===== config.mk =====
export PLATFORM = sky130hd
export DESIGN_NAME = pipeline_latch
export DESIGN_NICKNAME = d
export VERILOG_FILES = /design/src/rtl/pipeline_latch.sv
export SDC_FILE = /design/constraint.sdc
export NUM_CORES = 1
export LEC_CHECK = 0
export BUFFER_PORTS_ARGS = -buffer_cell sky130_fd_sc_hd__buf_2
export CAP_MARGIN = 5
export CORE_MARGIN = 3
export CORE_UTILIZATION = 30
export DETAILED_ROUTE_END_ITERATION = 8
export GPL_TIMING_DRIVEN = 0
export PLACE_DENSITY_LB_ADDON = 0.2
export SLEW_MARGIN = 5
export SYNTH_ARGS = -nofsm -noshare
export SYNTH_HDL_FRONTEND = slang
export SYNTH_SLANG_ARGS = --single-unit

===== constraint.sdc =====
create_clock -name i_clock -period 2.4 [get_ports i_clock]
set_input_delay 0.12 -clock i_clock [delete_from_list [all_inputs] [get_ports i_clock]]
set_output_delay 0.12 -clock i_clock [all_outputs]
set_load 0.03 [all_outputs]

===== src/rtl/pipeline_latch.sv =====
// pipeline_latch
//   Parametrised pipeline-stage register for the MIPS datapath. It adds a
//   valid/ready handshake and a synchronous flush that injects a bubble. With
//   SKID=1 it holds up to two entries so that o_ready can come from a flop.
//   With SKID=0 it is a single register and o_ready is combinational.
// Ports
//   i_clock  : clock, rising edge
//   i_reset  : synchronous, active-high reset (beats flush and all traffic)
//   i_data   : upstream data        i_valid : upstream data valid
//   o_ready  : stage accepts i_data this cycle
//   o_data   : registered data out  o_valid : o_data valid
//   i_ready  : downstream accepts o_data (low = stall)
//   i_flush  : discard all held entries; o_data returns to RESET_VALUE
//   o_count  : number of entries held (0..2, max 1 when SKID=0)
module pipeline_latch #(
  parameter int                    BUS_DATA    = 8,
  parameter bit                    SKID        = 1'b1,
  parameter logic [BUS_DATA-1:0]   RESET_VALUE = '0
) (
  input  logic                i_clock,
  input  logic                i_reset,
  input  logic [BUS_DATA-1:0] i_data,
  input  logic                i_valid,
  output logic                o_ready,
  output logic [BUS_DATA-1:0] o_data,
  output logic                o_valid,
  input  logic                i_ready,
  input  logic                i_flush,
  output logic [1:0]          o_count
);

  logic in_fire;
  logic out_fire;

  assign in_fire  = i_valid & o_ready;
  assign out_fire = o_valid & i_ready;

  generate
    if (SKID) begin : g_skid
      localparam logic [1:0] EMPTY = 2'd0;
      localparam logic [1:0] BUSY  = 2'd1;
      localparam logic [1:0] FULL  = 2'd2;

      logic [1:0]          state_q, state_d;
      logic [BUS_DATA-1:0] main_q, skid_q;
      logic                ready_q;

      always_comb begin
        state_d = state_q;
        case (state_q)
          EMPTY: if (in_fire) state_d = BUSY;
          BUSY: begin
            if (in_fire && !out_fire)      state_d = FULL;
            else if (!in_fire && out_fire) state_d = EMPTY;
          end
          FULL:    if (out_fire) state_d = BUSY;
          default: state_d = EMPTY;
        endcase
      end

      always_ff @(posedge i_clock) begin
        if (i_reset || i_flush) begin
          state_q <= EMPTY;
          main_q  <= RESET_VALUE;
          skid_q  <= RESET_VALUE;
          ready_q <= 1'b1;
        end else begin
          state_q <= state_d;
          // Ready is precomputed from the next state so it is a pure flop.
          ready_q <= (state_d != FULL);
          case (state_q)
            EMPTY: if (in_fire) main_q <= i_data;
            BUSY: begin
              if (in_fire && out_fire) main_q <= i_data;
              else if (in_fire)        skid_q <= i_data;
            end
            FULL:    if (out_fire) main_q <= skid_q;
            default: ;
          endcase
        end
      end

      assign o_ready = ready_q;
      assign o_valid = (state_q != EMPTY);
      assign o_data  = main_q;
      assign o_count = (state_q == FULL) ? 2'd2 : (state_q == BUSY) ? 2'd1 : 2'd0;
    end else begin : g_single
      logic                valid_q;
      logic [BUS_DATA-1:0] main_q;

      always_ff @(posedge i_clock) begin
        if (i_reset || i_flush) begin
          valid_q <= 1'b0;
          main_q  <= RESET_VALUE;
        end else begin
          valid_q <= in_fire | (valid_q & ~i_ready);
          if (in_fire) main_q <= i_data;
        end
      end

      // Downstream ready passes straight through so a stalled word can be
      // replaced on the same edge it leaves.
      assign o_ready = ~valid_q | i_ready;
      assign o_valid = valid_q;
      assign o_data  = main_q;
      assign o_count = {1'b0, valid_q};
    end
  endgenerate

endmodule


==> metrics.txt <==
PnR worst setup slack=0.9333 ns; total of max-cap violations=0; Crit Path Max Fanout=10; WL/cell=12.50 um; post-placement cell count=135; routed vias=665; gr usage total=11.10%; Area after DPL=a little under 1000 sq um; non-filler cells, final=139; first-pass GRT wire length=2870 um; routed wire length=roughly 1700 um; Final Slew Violations=0; Crit-path slowest cell=dfxtp_1; hold buffers post-CTS=0; RSZ-0062 raised after global routing=no; clk root buf=clkbuf_4; Worst setup EP type=output pin; Cell Area, Synth=828.3 sq um; Worst-Skew Late Latency=0.28 ns; DRT iter0 DRCs=10; Inserted Clock Buffers=3; status=finished, final reports clean; TritonRoute pass-1 iters=4; Placer Congestion=0.6549; Clock H-tree levels=1; Reg2Reg Setup Slack=0.98 ns; syn_area_per_cell=10.23 sq um; Initial Util=32.55%; remaining global-route overflow=0; Routed Antenna Nets=0; clock slew at reported path FFs=0.11 ns; Buffers on Ports=24; initial antenna violation count=0; critical path data required time=2.28 ns; setup TNS=0 ns; crit path launch type=register; CP Cell Sequence=nand2b_1 -> buf_4 -> inv_1 -> buf_2; largest net degree at the start of global routing=11; Slew headroom=65.91%; WS Path Type=register to output pin; Final min period=about 1.5 ns; post-CTS sizing=0; maximum clock frequency=0.6818 GHz; crit-path max cell delay=0.49 ns; Synth Register Bits=19; register area share after synthesis=45.92%; worst hold path class=primary input to register; skew final=0.005211 ns; Area Overhead vs Synth=22.21%; pre-CTS setup slack=approximately 0.98 ns; row cnt=18; NumNets Final=123; CTS Buffer Depth=2; VDD IR-drop max=0.0003029 V; Via density=4.784; period utilization=about three fifths; CTS Sinks=19; Die Y=58.55 um; vias in the first global route=around 640; Ys Warns=0; DRC viols=0; Final Total Pwr=0.5694 mW; share of cells above drive strength 1=approximately a third; worst path arrival time=between 1 and 1.5 ns; die area=3428 sq um; post-CTS setup buffers=0; cell count after synthesis=a little over 80; I/O pin count=25; total core area=2545 sq um; endpoints failing hold=0; slew of the pin with the lowest slew margin=0.5095 ns; pwr/cell area=562.6 nW/um^2; placed wire-length estimate=between 1000 and 1500 um; Yosys cell types=22; final instance area=1012 sq um; CTS tree=yes; Die Wd=a little under 60 um; leak pwr=0.5044 nW; Post-Synthesis Net Count=94; ant diodes=0; Setup Viol. Count Final=0
-- stage by stage --
| stage | utilization (%) | hold slack (ns) |
|---|---|---|
| after global routing | 39.77 | 0.08170 |
| after CTS | 39.77 | 0.07896 |
| after detailed placement | 38.74 | 0.3833 |
| final | 39.77 | 0.08206 |
| after floorplan | - | 0.2340 |
| after global placement | 38.74 | 0.3732 |
-- power breakdown --
group | leakage (nW) | internal [mW] | switching, mW | total, mW
clock | 0.0150 | 0.0644 | 0.0911 | 0.156
sequential | 0.154 | 0.324 | 0.00528 | 0.329
combinational | 0.335 | 0.0327 | 0.0523 | 0.0850
total | 0.504 | 0.421 | 0.149 | 0.569
-- path summary, 6_finish.rpt --
path,from,end,depth (start not counted)
hold reg to reg,g_skid.skid_q[7],g_skid.skid_q[7],2
hold / removal,i_data[7],g_skid.skid_q[7],3
setup / recovery,g_skid.state_q[1],o_count[1],4
setup reg to reg,o_ready,o_data[5],5
-- state kept, by name, summed over array words and instances (netlist names) --
register	flops
o_data	8
g_skid.skid_q	8
o_ready	1
g_skid.state_q	2
-- synthesized netlist by cell type --
| cell | n | share of area, % |
|---|---|---|
| a211o_1 | 1 | 1.1 |
| a21oi_1 | 7 | 4.2 |
| a21oi_2 | 1 | 1.1 |
| a2bb2oi_1 | 1 | 1.1 |
| buf_4 | 1 | 0.91 |
| buf_6 | 1 | 1.4 |
| clkbuf_1 | 1 | 0.45 |
| dfxtp_1 | 19 | 46 |
| inv_1 | 3 | 1.4 |
| mux2i_1 | 17 | 21 |
| nand2_1 | 1 | 0.45 |
| nand2b_1 | 1 | 0.76 |
| nand3b_1 | 1 | 0.91 |
| nand4b_4 | 1 | 2.9 |
| nor2_1 | 11 | 5.0 |
| nor2_4 | 1 | 1.4 |
| nor2b_1 | 1 | 0.76 |
| o21ai_0 | 7 | 4.2 |
| o21ai_1 | 1 | 0.60 |
| o21ai_2 | 1 | 1.1 |
| o31ai_4 | 1 | 2.6 |
| or2_2 | 2 | 1.5 |
-- layout make-up --
cell class                 instances  area, sq um
fill                             272         1533
multi-input combinational         56        414.1
sequential                        19        380.4
timing repair buffer              24        120.1
tap                               30        37.54
clock buffer                       4        26.28
buffer                             3        22.52
inverter                           3        11.26
-- critical path: cells and delay by family (launching register included) --
kind / cells / cell delay, ns
flip-flops: 1 / 0.49
buffers and inverters: 3 / 0.45
AND/OR/NAND/NOR: 1 / 0.12
-- metal layers --
layer	routed length (um)	track usage (%)	vias to the layer above	share of wire [%]
li1	-	-	338	-
met5	0	0	-	0
met4	18	4.967	0	1.0
met1	792	14.15	313	46
met3	84	2.412	2	4.8
met2	843	17.86	12	49
-- layout by cell type (no fill, tap or decap), drive strengths merged --
cell and count:
buf 26, o31ai 1, or2 2, dfxtp 19, o21ai 9, a2bb2oi 1
nand3b 1, a211o 1, nand2b 1, nor2 12, nand4b 1, mux2i 17
a21oi 8, clkbuf 5, nand2 1, inv 3, nor2b 1
-- cells by family after synthesis --
kind of cell           after synthesis  synth area share [%]
multiplexers                        17                 20.54
flip-flops                          19                 45.92
AND/OR/NAND/NOR                     19                 13.60
buffers and inverters                6                 4.078
AO/OA/AOI/OAI                       20                 15.86
(Power assumes the default switching activity.)
